### config.mk
export PLATFORM = sky130hd
export DESIGN_NAME = instr_loader_flat
export DESIGN_NICKNAME = d
export VERILOG_FILES = /design/src/rtl/instr_loader_if.sv /design/src/rtl/instr_loader.sv /design/src/flat_wrapper.sv
export SDC_FILE = /design/constraint.sdc
export NUM_CORES = 1
export LEC_CHECK = 0
export BUFFER_PORTS_ARGS = -buffer_cell sky130_fd_sc_hd__buf_2
export CAP_MARGIN = 30
export CORE_MARGIN = 4
export CORE_UTILIZATION = 60
export DETAILED_ROUTE_END_ITERATION = 8
export PLACE_DENSITY_LB_ADDON = 0.2
export SLEW_MARGIN = 20
export SYNTH_ARGS = -nofsm -noshare
export SYNTH_HDL_FRONTEND = slang
export SYNTH_SLANG_ARGS = --single-unit
### constraint.sdc
create_clock -name clk -period 3 [get_ports clk]
set_input_delay 0.3 -clock clk [delete_from_list [all_inputs] [get_ports clk]]
set_output_delay 0.3 -clock clk [all_outputs]
set_load 0.05 [all_outputs]
### src/rtl/instr_loader_if.sv
// Handshake and memory-write bundle between a byte source, the program loader
// and the instruction memory / core hold logic.
interface instr_loader_if;
  logic        byte_valid;
  logic [7:0]  byte_data;
  logic        byte_ready;
  logic        imem_we;
  logic [7:0]  imem_addr;
  logic [31:0] imem_data;
  logic        cpu_hold;
  logic        done;
  logic        err;

  modport master (
    output byte_valid, byte_data,
    input  byte_ready, imem_we, imem_addr, imem_data, cpu_hold, done, err
  );

  modport slave (
    input  byte_valid, byte_data,
    output byte_ready, imem_we, imem_addr, imem_data, cpu_hold, done, err
  );
endinterface

### src/rtl/instr_loader.sv
// Byte-serial program loader: takes a length-prefixed little-endian byte stream,
// writes 32-bit words to instruction memory and holds the core until complete.
module instr_loader #(
  parameter int MAX_WORDS = 64
) (
  input  logic          clk,
  input  logic          rst,
  instr_loader_if.slave bus
);

  localparam logic [7:0] MAX_COUNT = 8'(MAX_WORDS);

  typedef enum logic [2:0] {HDR, LOAD, WRITE, DONE, ERR} state_t;

  state_t      state;
  logic [7:0]  word_count;
  logic [6:0]  word_idx;
  logic [1:0]  byte_cnt;
  logic [31:0] assembly;
  logic        accept;

  assign bus.byte_ready = (state == HDR) || (state == LOAD);
  assign accept         = bus.byte_valid && bus.byte_ready;

  // The write strobe, address and data are registered on the 4th byte so the
  // strobe occupies exactly the WRITE cycle; the 4th byte goes straight into
  // the word rather than waiting a cycle in the assembly register.
  always_ff @(posedge clk) begin
    if (rst) begin
      state         <= HDR;
      word_count    <= 8'd0;
      word_idx      <= 7'd0;
      byte_cnt      <= 2'd0;
      assembly      <= 32'd0;
      bus.imem_we   <= 1'b0;
      bus.imem_addr <= 8'd0;
      bus.imem_data <= 32'd0;
      bus.cpu_hold  <= 1'b1;
      bus.done      <= 1'b0;
      bus.err       <= 1'b0;
    end else begin
      bus.imem_we <= 1'b0;
      case (state)
        HDR: begin
          if (accept) begin
            if (bus.byte_data == 8'd0) begin
              state        <= DONE;
              bus.cpu_hold <= 1'b0;
              bus.done     <= 1'b1;
            end else if (bus.byte_data > MAX_COUNT) begin
              state   <= ERR;
              bus.err <= 1'b1;
            end else begin
              word_count <= bus.byte_data;
              word_idx   <= 7'd0;
              byte_cnt   <= 2'd0;
              state      <= LOAD;
            end
          end
        end

        LOAD: begin
          if (accept) begin
            assembly[{byte_cnt, 3'b000} +: 8] <= bus.byte_data;
            byte_cnt <= byte_cnt + 2'd1;
            if (byte_cnt == 2'd3) begin
              state         <= WRITE;
              bus.imem_we   <= 1'b1;
              bus.imem_addr <= {word_idx[5:0], 2'b00};
              bus.imem_data <= {bus.byte_data, assembly[23:0]};
            end
          end
        end

        WRITE: begin
          if (({1'b0, word_idx} + 8'd1) == word_count) begin
            state        <= DONE;
            bus.cpu_hold <= 1'b0;
            bus.done     <= 1'b1;
          end else begin
            word_idx <= word_idx + 7'd1;
            state    <= LOAD;
          end
        end

        DONE, ERR: begin
          state <= state;
        end

        default: begin
          state <= HDR;
        end
      endcase
    end
  end

endmodule
### src/flat_wrapper.sv
// flat-port wrapper written by rule: the top's interface ports become plain ports
module instr_loader_flat 
#(
  parameter int MAX_WORDS = 64
)
  (clk, rst, bus_byte_valid, bus_byte_data, bus_byte_ready, bus_imem_we, bus_imem_addr, bus_imem_data, bus_cpu_hold, bus_done, bus_err);
  instr_loader_if bus_i ();
  input  logic clk;
  input  logic rst;
  input wire logic [$bits(bus_i.byte_valid)-1:0] bus_byte_valid;
  input wire logic [$bits(bus_i.byte_data)-1:0] bus_byte_data;
  output wire logic [$bits(bus_i.byte_ready)-1:0] bus_byte_ready;
  output wire logic [$bits(bus_i.imem_we)-1:0] bus_imem_we;
  output wire logic [$bits(bus_i.imem_addr)-1:0] bus_imem_addr;
  output wire logic [$bits(bus_i.imem_data)-1:0] bus_imem_data;
  output wire logic [$bits(bus_i.cpu_hold)-1:0] bus_cpu_hold;
  output wire logic [$bits(bus_i.done)-1:0] bus_done;
  output wire logic [$bits(bus_i.err)-1:0] bus_err;
  assign bus_i.byte_valid = bus_byte_valid;
  assign bus_i.byte_data = bus_byte_data;
  assign bus_byte_ready = bus_i.byte_ready;
  assign bus_imem_we = bus_i.imem_we;
  assign bus_imem_addr = bus_i.imem_addr;
  assign bus_imem_data = bus_i.imem_data;
  assign bus_cpu_hold = bus_i.cpu_hold;
  assign bus_done = bus_i.done;
  assign bus_err = bus_i.err;
  instr_loader #(.MAX_WORDS(MAX_WORDS)) u_core (.clk(clk), .rst(rst), .bus(bus_i));
endmodule
==> qor.txt, run 1 <==
instance area after placement = 3830 sq um
CTS Buffer Depth = 2
Total Die Area = 7290 sq um
Synthesis Warnings = 0
Post-CTS Hold Buffers = 0
type of element capturing the critical path = flop
root cell of the clock tree = sky130_fd_sc_hd__clkbuf_8
Clock Latency Late Sink = 360 ps
dominant combinational cell family by area after synthesis = simple AND/OR/NAND/NOR gates
area share of and/or/nand/nor cells after synthesis = 0.252
setup repair after global routing missed its margin = no
critical-path maximum fanout = 7
Pwr per Cell Area = 562 nW/um^2
overall via count from detail_route = 3122
Netlist cell types = 48
number of gates given a new drive strength after cts = 0
MaxCap Viol Count = 0
largest net degree at the start of global routing = 71
headroom to the max-slew limit = 0.356
post-synthesis instance area = 3590 sq um
global-route wire length before repair = 13400 microns
Reg clk slew, reported paths = 80 ps
TritonCTS Buffers = 9
Least-Margin Pin Slew = 963 ps
Initial Utilization = 0.637
Core Box Area = 5640 sq um
Final ANT Viol Nets = 0
crit path kind = reg -> reg
Finished Cell Area = 4030 sq um
count of flip-flops with a built-in enable after synthesis = 0
IO Count = 56
static power due to leakage = 1.49 nW
share of the synthesized area in compound gates (AO/OA/AOI/OAI) = 0.149
buffers inserted during post-CTS setup optimization = 0
GRT Overall Usage = 0.228
post-synthesis cell count = 447
maximum operating frequency = 440 MHz
gr ovfl total = 0
data required time of the critical path = 3260 ps
GP Congestion = 0.858
post-layout minimum cycle time = 2270 ps
Avg Vias per Cell = 5.57
final cell count without fillers = 561
Post-Route Setup TNS = 0 ps
number of sinks on the clock net = 86
NumNets Final = 501
drt pass-1 iters = 4
Critical Path Source Type = flop
Chip Height = 85.4 microns
top flip-flop cell by instance count after synthesis = sky130_fd_sc_hd__dfxtp_1
Hold Worst Slack = 265 ps
via count of the first global-routing pass = 2908
wire length per cell after detailed routing = 14.5 microns
xor and xnor area share after synthesis = 0.0195
sequential share of the synthesized area = 0.479
fill cell instance count of the final layout = 430
clock tree from TritonCTS = done
average cell area after synthesis = 8.04 sq um
Remaining DRCs = 0
maximum level of the CTS H-tree = 3
Diodes inserted = 0
area growth from synthesis to layout = 12.1%
flops & latches, synth = 86
die width = 85.4 microns
share of final-layout standard cells stronger than drive strength 1 = 0.164
count of buffers from port buffering = 53
initial antenna violation count = 0
maximum clock skew at final layout = 8.92 ps
count of routing violations after the opening detailed-route iteration = 175
final count of hold timing violations = 0
overall power = 2.26 mW
wire length after detailed routing = 8110 microns
status = finished, final reports clean
number of failing setup endpoints in the final timing report = 0
final clock period utilization by the worst path = 0.758
final HPWL from detailed placement = 5560 microns
proportion of register bits with asynchronous set or reset after synthesis = 0
class of the worst hold path = in -> reg
number of cells after detailed placement = 545
final number of max-transition violations = 0
adder and majority cell fraction of the synthesized area = 0.0209
maximum vdd drop = 405 uV
mux share of post-synthesis cell area = 0.0282
number of rows in the core area = 27
endpoint arrival time on the critical path = 2540 ps
cell usage in the layout, fill, tap and decap left out, drive strengths merged, types with 2 or more instances in the layout:
cell type | synthesis | layout
a211oi | 2 | 2
a21oi | 69 | 69
a31oi | 3 | 3
and2 | 7 | 7
and3 | 2 | 2
buf | 14 | 56
clkbuf | 17 | 10
clkinv | 0 | 2
clkinvlp | 0 | 2
conb | 1 | 2
dfxtp | 86 | 86
ha | 6 | 6
inv | 10 | 11
mux2i | 9 | 9
nand2 | 114 | 114
nand2b | 3 | 3
nand3 | 29 | 29
nor2 | 18 | 18
nor3 | 8 | 8
nor3b | 6 | 6
nor4 | 2 | 2
o211ai | 2 | 2
o21ai | 6 | 6
o32ai | 2 | 2
or2 | 4 | 4
xnor2 | 5 | 5
xor2 | 3 | 3
path summary, 6_finish.rpt:
path	startpoint	slack [ps]	cells past startpoint	to
worst min-delay path	bus_byte_data[0]	270	3	u_core.bus.imem_data[24]
worst max register to register	u_core.word_idx[0]	730	7	u_core.word_idx[3]
worst max-delay path	u_core.word_idx[0]	730	7	u_core.word_idx[3]
worst min register to register	u_core.bus.done	450	2	u_core.bus.done
sequential cells by signal (all words and copies together) (netlist names):
signal / flops
u_core.bus.done: 1
u_core.word_idx: 7
u_core.bus.cpu_hold: 1
u_core.word_count: 8
u_core.bus.err: 1
u_core.byte_cnt: 2
u_core.assembly: 24
u_core.bus.imem_we: 1
u_core.bus.imem_data: 32
u_core.bus.imem_addr: 6
u_core.state: 3
stage by stage:
| stage | util | worst slack, ps |
|---|---|---|
| 4_1_cts | 0.715 | 742 |
| 6_report | 0.715 | 725 |
| 2_1_floorplan | - | 813 |
| 5_1_grt | 0.715 | 595 |
| 3_5_place_dp | 0.679 | 765 |
| 3_3_place_gp | 0.679 | 843 |
layout make-up:
class,instances,area (sq um),area share
repair buffers,56,288,0.0714
inverters,10,37.5,0.00931
clock buffers,10,128,0.0317
flip-flops and latches,86,1720,0.427
well taps,72,90.1,0.0223
multi-input cells,321,1700,0.421
clock inverters,6,71.3,0.0177
cell usage after synthesis (3+ instances only):
| cell type | instances | area share |
|---|---|---|
| sky130_fd_sc_hd__inv_1 | 10 | 0.010 |
| sky130_fd_sc_hd__nand2_1 | 114 | 0.12 |
| sky130_fd_sc_hd__nor3_1 | 8 | 0.011 |
| sky130_fd_sc_hd__dfxtp_1 | 86 | 0.48 |
| sky130_fd_sc_hd__xor2_1 | 3 | 0.0073 |
| sky130_fd_sc_hd__nand3_1 | 29 | 0.040 |
| sky130_fd_sc_hd__ha_1 | 6 | 0.021 |
| sky130_fd_sc_hd__o21ai_0 | 5 | 0.0070 |
| sky130_fd_sc_hd__nor3b_1 | 6 | 0.013 |
| sky130_fd_sc_hd__buf_4 | 4 | 0.0084 |
| sky130_fd_sc_hd__a31oi_1 | 3 | 0.0052 |
| sky130_fd_sc_hd__nor2_1 | 17 | 0.018 |
| sky130_fd_sc_hd__buf_2 | 10 | 0.014 |
| sky130_fd_sc_hd__mux2i_1 | 9 | 0.025 |
| sky130_fd_sc_hd__and2_1 | 7 | 0.012 |
| sky130_fd_sc_hd__a21oi_1 | 69 | 0.096 |
| sky130_fd_sc_hd__or2_2 | 4 | 0.0070 |
| sky130_fd_sc_hd__xnor2_1 | 5 | 0.012 |
| sky130_fd_sc_hd__clkbuf_1 | 17 | 0.018 |
| sky130_fd_sc_hd__nand2b_1 | 3 | 0.0052 |
where the power goes:
part / leakage (nW) / switching, mW / internal (mW) / total (mW)
Combinational: 0.707 / 0.175 / 0.0786 / 0.254
Clock: 0.0931 / 0.422 / 0.391 / 0.813
Sequential: 0.694 / 0.0296 / 1.17 / 1.20
routing by layer:
layer | part of all wire | wire length (microns) | vias up | GRT usage
met5 | 0 | 0 | - | 0
met4 | 0.015 | 122 | 0 | 0.0863
met3 | 0.062 | 503 | 10 | 0.0417
met2 | 0.48 | 3870 | 88 | 0.384
met1 | 0.45 | 3610 | 1449 | 0.289
li1 | - | - | 1575 | -
worst max-delay path, cell delays in order, from the launching register on:
cell                       delay [ps]
sky130_fd_sc_hd__dfxtp_1          460
sky130_fd_sc_hd__ha_1             330
sky130_fd_sc_hd__nand3_1          150
sky130_fd_sc_hd__or2_2            360
sky130_fd_sc_hd__xnor2_1          150
sky130_fd_sc_hd__o2111a_2         170
sky130_fd_sc_hd__or4_1            470
sky130_fd_sc_hd__o311ai_1          90
cell families (layout without fill, tap and decap cells):
kind of cell | count (synthesis) | in the layout
fa+ha+maj | 6 | 6
xor+xnor | 8 | 8
simple gates | 200 | 200
other cells | 1 | 2
mux | 10 | 10
flops | 86 | 86
compound gates | 95 | 95
buf+inv | 41 | 82
No activity file was read; power rests on OpenSTA's default activity.
==> run 2, diff against run 1 <==
- CORE_UTILIZATION: 60 -> 50
- clock period: 3 -> 1.9 ns (I/O delays scaled with it)
==> run 2 against run 1 <==
Net effect: combinational power rose by 87%; wire length rose by 8.3%; sequential power rose by 58%; core utilization fell by 8.6 points; count of clock-buffer cells in the layout did not move; worst setup slack got worse by 720 ps; clock power rose by 57%; power rose by 61%; sequential cell count did not move; critical endpoint unchanged.
==> qor.txt, run 2 (synthesis gave the netlist of run 1 again) <==
setup slack at placement = -43.9 ps (was 765 ps)
cells traversed along the worst timing path = ha_4 > nand3_2 > or2_4 > xnor2_2 > o2111a_2 > or4_1 > o311ai_1 (was ha_1 > nand3_1 > or2_2 > xnor2_1 > o2111a_2 > or4_1 > o311ai_1)
class of the worst hold path = in -> reg (unchanged)
final count of hold timing violations = 0 (unchanged)
family of cells with the greatest summed delay on the critical path = simple AND/OR/NAND/NOR gates (unchanged)
MaxCap Viol Count = 0 (unchanged)
wire length per cell after detailed routing = 14.4 microns (was 14.5 microns)
initial antenna violation count = 0 (unchanged)
static power due to leakage = 1.64 nW (was 1.49 nW)
most common cell after layout, fill and taps aside = sky130_fd_sc_hd__nand2_1 (unchanged)
Least-Margin Pin Slew = 605 ps (was 963 ps)
maximum clock skew at final layout = 9.37 ps (was 8.92 ps)
root cell of the clock tree = sky130_fd_sc_hd__clkbuf_8 (unchanged)
Core Box Area = 6910 sq um (was 5640 sq um)
Pwr per Cell Area = 839 nW/um^2 (was 562 nW/um^2)
worst setup path startpoint = u_core.word_idx[0] (unchanged)
Reg clk slew, reported paths = 80 ps (about the same)
IO Count = 56 (unchanged)
Critical Path Source Type = flop (unchanged)
crit path kind = reg -> reg (unchanged)
largest net degree at the start of global routing = 60 (was 71)
Chip Height = 92.8 microns (was 85.4 microns)
instance area after placement = 4050 sq um (was 3830 sq um)
Buf/Inv on CP = 0 (unchanged)
count of buffers from port buffering = 53 (unchanged)
global-route wire length before repair = 14500 microns (was 13400 microns)
worst r2r dst = u_core.word_idx[3] (unchanged)
drt pass-1 iters = 5 (was 4)
Remaining DRCs = 0 (unchanged)
TritonCTS Buffers = 9 (unchanged)
maximum level of the CTS H-tree = 3 (unchanged)
launch instance of the worst register-to-register path = u_core.word_idx[0] (unchanged)
wire length after detailed routing = 8790 microns (was 8110 microns)
gr ovfl total = 0 (unchanged)
setup repair after global routing missed its margin = yes (was no)
CTS Buffer Depth = 2 (unchanged)
Diodes inserted = 0 (unchanged)
Crit. path cell count = 7 (unchanged)
delay contributed by the slowest stage of the critical path = 470 ps (about the same)
register with the highest flop count = u_core.bus.imem_data (unchanged)
number of sinks on the clock net = 86 (unchanged)
area growth from synthesis to layout = 20.7% (was 12.1%)
Total Die Area = 8610 sq um (was 7290 sq um)
Hold Worst Slack = 163 ps (was 265 ps)
NumNets Final = 528 (was 501)
share of final-layout standard cells stronger than drive strength 1 = 0.234 (was 0.164)
status = finished, final reports clean (unchanged)
maximum operating frequency = 529 MHz (was 440 MHz)
final clock period utilization by the worst path = 0.995 (was 0.758)
die width = 92.8 microns (was 85.4 microns)
number of failing setup endpoints in the final timing report = 0 (unchanged)
endpoint arrival time on the critical path = 2140 ps (was 2540 ps)
clock tree from TritonCTS = done (unchanged)
count of routing violations after the opening detailed-route iteration = 148 (was 175)
most frequent cells in the layout = sky130_fd_sc_hd__nand2_1, sky130_fd_sc_hd__dfxtp_1, sky130_fd_sc_hd__a21oi_1 (unchanged)
Final ANT Viol Nets = 0 (unchanged)
GP Congestion = 0.806 (was 0.858)
Clock Latency Late Sink = 360 ps (about the same)
top flop regs = u_core.bus.imem_data x32, u_core.assembly x24, u_core.word_count x8 (unchanged)
Avg Vias per Cell = 5.37 (was 5.57)
critical path endpoint = u_core.word_idx[3] (unchanged)
Initial Utilization = 0.520 (was 0.637)
final HPWL from detailed placement = 6170 microns (was 5560 microns)
GRT Overall Usage = 0.208 (was 0.228)
maximum vdd drop = 567 uV (was 405 uV)
Min-Delay Path Depth = 3 (unchanged)
flip-flop count of the largest register after layout = 32 (unchanged)
worst reg-to-reg path cell count = 7 (unchanged)
overall via count from detail_route = 3284 (was 3122)
R2R Setup Slk = 10 ps (was 730 ps)
type of element capturing the critical path = flop (unchanged)
final number of max-transition violations = 0 (unchanged)
Slowest-stage cell, CP = sky130_fd_sc_hd__or4_1 (unchanged)
data required time of the critical path = 2150 ps (was 3260 ps)
critical-path maximum fanout = 6 (was 7)
Final WS setup = 9.77 ps (was 725 ps)
overall power = 3.64 mW (was 2.26 mW)
Finished Cell Area = 4340 sq um (was 4030 sq um)
Post-Route Setup TNS = 0 ps (unchanged)
number of rows in the core area = 30 (was 27)
post-layout minimum cycle time = 1890 ps (was 2270 ps)
via count of the first global-routing pass = 3070 (was 2908)
headroom to the max-slew limit = 0.597 (was 0.356)
[run 2: changes by cell type in the layout (fill, tap and decap cells not counted), sizes merged]
cell      previous run  this run
clkinvlp             2         3
clkinv               2         1
buf                 56        83
[run 2: worst reg2reg max path: cells and delay by family, from the launching register on]
| kind | cells | cell delay, ps |
|---|---|---|
| DFF | 1 | 380 |
| adders and majority gates | 1 | 170 |
| and+or+nand+nor | 3 | 830 |
| AOI/OAI and AO/OA | 2 | 260 |
| xor gates and xnor gates | 1 | 150 |
[run 2: metal layers]
metal | wire length, microns | track usage | vias up
met4 | 158 | 0.0916 | 0
li1 | - | - | 1632
met1 | 4050 | 0.282 | 1551
met5 | 0 | 0 | -
met2 | 4220 | 0.331 | 87
met3 | 349 | 0.0284 | 14
[run 2: how the worst min path moves through the flow]
stage                                     to                     from  slack [ps]
floorplan           u_core.bus.imem_data[24]         bus_byte_data[0]         330
CTS                           u_core.bus.err           bus_byte_valid         140
finish                        u_core.bus.err           bus_byte_valid         160
global route                  u_core.bus.err           bus_byte_valid         190
detailed placement   u_core.bus.imem_data[0]  u_core.bus.imem_data[0]         440
global placement         u_core.bus.cpu_hold      u_core.bus.cpu_hold         440
[run 2: metrics by stage]
stage | utilization | std cells
after global routing | 0.628 | 612
after floorplan | - | 448
final | 0.628 | 612
after CTS | 0.623 | 611
after detailed placement | 0.587 | 590
after global placement | 0.587 | 590
[run 2: what timing repair did]
action | in CTS | in global routing
pin swaps | 3 | 3
resized for setup | 4 | 8
hold buffers | 0 | 0
endpoints found under the setup margin | 5 | 11
buffers inserted | 5 | 1
[run 2: cell type report]
| class | instances | area, sq um |
|---|---|---|
| Fill cell | 661 | 2570 |
| Multi-Input combinational cell | 321 | 1760 |
| Sequential cell | 86 | 1740 |
| Timing Repair Buffer | 83 | 490 |
| Clock buffer | 10 | 128 |
| Tap cell | 96 | 120 |
| Clock inverter | 6 | 70.1 |
| Inverter | 10 | 37.5 |
[run 2: report_power, final]
group	total, mW	leakage, nW	internal (mW)	switching (mW)
clock network	1.28	0.0891	0.614	0.663
registers	1.89	0.698	1.84	0.0484
logic	0.475	0.849	0.170	0.305
total	3.64	1.64	2.63	1.02
==> run 3, diff against run 2 <==
- CORE_UTILIZATION: 50 -> 60
- SLEW_MARGIN: 20 -> default
- clock period: 1.9 -> 2.2 ns (I/O delays scaled with it)
==> run 3 against run 2 <==
Net effect: combinational power fell by 23%; highest routed layer unchanged; power shrank 15%; worst setup slack better by 110 ps; largest cell class is now registers.
==> qor.txt, run 3 (synthesis gave the netlist of run 1 again) <==
TritonCTS Buffers = 9 (unchanged)
wire length after detailed routing = 8080 microns (was 8790 microns)
setup repair after global routing missed its margin = no (was yes)
most used routing layer in global routing = met2 (unchanged)
global routing met2 resource utilization = 0.366 (was 0.331)
Diodes inserted = 0 (unchanged)
final clock period utilization by the worst path = 0.945 (was 0.995)
M1 GR Usage = 0.295 (was 0.282)
static power due to leakage = 1.54 nW (was 1.64 nW)
die width = 85.4 microns (was 92.8 microns)
via count of the first global-routing pass = 2868 (was 3070)
final cell count without fillers = 568 (was 612)
largest net degree at the start of global routing = 45 (was 60)
Core Box Area = 5640 sq um (was 6910 sq um)
GP Congestion = 0.862 (was 0.806)
Initial Utilization = 0.637 (was 0.520)
final count of hold timing violations = 0 (unchanged)
Critical Path Source Type = flop (unchanged)
fill cell instance count of the final layout = 459 (was 661)
flip-flop count of the largest register after layout = 32 (unchanged)
area growth from synthesis to layout = 14.4% (was 20.7%)
Post-Route Setup TNS = 0 ps (unchanged)
data required time of the critical path = 2460 ps (was 2150 ps)
IO Count = 56 (unchanged)
met3 GRT Util = 0.0437 (was 0.0284)
overall power = 3.10 mW (was 3.64 mW)
number of failing setup endpoints in the final timing report = 0 (unchanged)
maximum clock skew at final layout = 12.2 ps (was 9.37 ps)
Final ANT Viol Nets = 0 (unchanged)
Clock Latency Late Sink = 360 ps (about the same)
number of sinks on the clock net = 86 (unchanged)
Total Die Area = 7290 sq um (was 8610 sq um)
final HPWL from detailed placement = 5450 microns (was 6170 microns)
GRT Overall Usage = 0.226 (was 0.208)
post-layout minimum cycle time = 2080 ps (was 1890 ps)
type of element capturing the critical path = flop (unchanged)
CTS Buffer Depth = 2 (unchanged)
wire length per cell after detailed routing = 14.2 microns (was 14.4 microns)
top flop regs = u_core.bus.imem_data x32, u_core.assembly x24, u_core.word_count x8 (unchanged)
delay contributed by the slowest stage of the critical path = 510 ps (was 470 ps)
maximum vdd drop = 485 uV (was 567 uV)
initial antenna violation count = 0 (unchanged)
Pwr per Cell Area = 753 nW/um^2 (was 839 nW/um^2)
crit path kind = reg -> reg (unchanged)
Remaining DRCs = 0 (unchanged)
global-route wire length before repair = 13400 microns (was 14500 microns)
register with the highest flop count = u_core.bus.imem_data (unchanged)
Avg Vias per Cell = 5.57 (was 5.37)
critical-path maximum fanout = 9 (was 6)
count of buffers from port buffering = 53 (unchanged)
status = finished, final reports clean (unchanged)
number of cells after detailed placement = 553 (was 590)
most common cell after layout, fill and taps aside = sky130_fd_sc_hd__nand2_1 (unchanged)
buffers inserted during post-CTS setup optimization = 0 (was 5)
endpoint arrival time on the critical path = 2340 ps (was 2140 ps)
overall via count from detail_route = 3163 (was 3284)
clock tree from TritonCTS = done (unchanged)
share of final-layout standard cells stronger than drive strength 1 = 0.177 (was 0.234)
Slowest-stage cell, CP = sky130_fd_sc_hd__dfxtp_1 (was sky130_fd_sc_hd__or4_1)
final number of max-transition violations = 0 (unchanged)
number of rows in the core area = 27 (was 30)
MaxCap Viol Count = 0 (unchanged)
maximum level of the CTS H-tree = 3 (unchanged)
drt pass-1 iters = 5 (unchanged)
Reg clk slew, reported paths = 90 ps (was 80 ps)
root cell of the clock tree = sky130_fd_sc_hd__clkbuf_8 (unchanged)
count of routing violations after the opening detailed-route iteration = 247 (was 148)
cells traversed along the worst timing path = and4_4 > a221o_1 > nand2_1 > o2111a_2 > or4_1 > o311ai_1 (was ha_4 > nand3_2 > or2_4 > xnor2_2 > o2111a_2 > or4_1 > o311ai_1)
gr ovfl total = 0 (unchanged)
most frequent cells in the layout = sky130_fd_sc_hd__nand2_1, sky130_fd_sc_hd__dfxtp_1, sky130_fd_sc_hd__a21oi_1 (unchanged)
Chip Height = 85.4 microns (was 92.8 microns)
class of the worst hold path = in -> reg (unchanged)
NumNets Final = 509 (was 528)
maximum operating frequency = 481 MHz (was 529 MHz)
## run 3: worst paths after layout
path                              endpoint  cells past startpoint  slack (ps)          startpoint
hold reg to reg            u_core.bus.done                      2         450     u_core.bus.done
setup / recovery        u_core.word_idx[3]                      6         120  u_core.word_idx[3]
setup reg to reg        u_core.word_idx[3]                      6         120  u_core.word_idx[3]
hold / removal    u_core.bus.imem_data[27]                      3         190    bus_byte_data[3]
## run 3: area by class of cell
type	instances	area, sq um	area share
clock buffers	9	124	0.0301
clock inverters	6	70.1	0.0170
inverters	10	37.5	0.00913
multi-input cells	321	1700	0.412
flip-flops and latches	86	1720	0.419
well taps	72	90.1	0.0219
repair buffers	64	373	0.0907
## run 3: power by group
part | switching (mW) | internal, mW | total (mW)
logic | 0.249 | 0.118 | 0.367
registers | 0.0362 | 1.59 | 1.63
clock network | 0.576 | 0.526 | 1.10
total | 0.861 | 2.24 | 3.10
## run 3: metal layers
metal	vias to the layer above	part of all wire
met1	1465	0.45
met3	10	0.066
met5	-	0
met2	93	0.47
li1	1595	-
met4	0	0.017
## run 3: through the flow
step                      hold slack [ps]  utilization  area (sq um)  setup WS (ps)
after global routing                  177        0.729          4110           27.2
final                                 187        0.729          4110            120
after detailed placement              442        0.694          3920            139
after CTS                             177        0.729          4110            113
after global placement                434        0.694          3920            213
after floorplan                       356            -          3600           13.4
## run 3: what timing repair did
item / in CTS / in global routing
hold buffers: 0 / 0
setup endpoints to repair: 0 / 1
resized for setup: 0 / 1
## run 3: critical path, delay by kind of cell (launching register included)
family	cells	cell delay (ps)
AO/OA/AOI/OAI	3	590
AND/OR/NAND/NOR	3	870
flip-flops	1	510
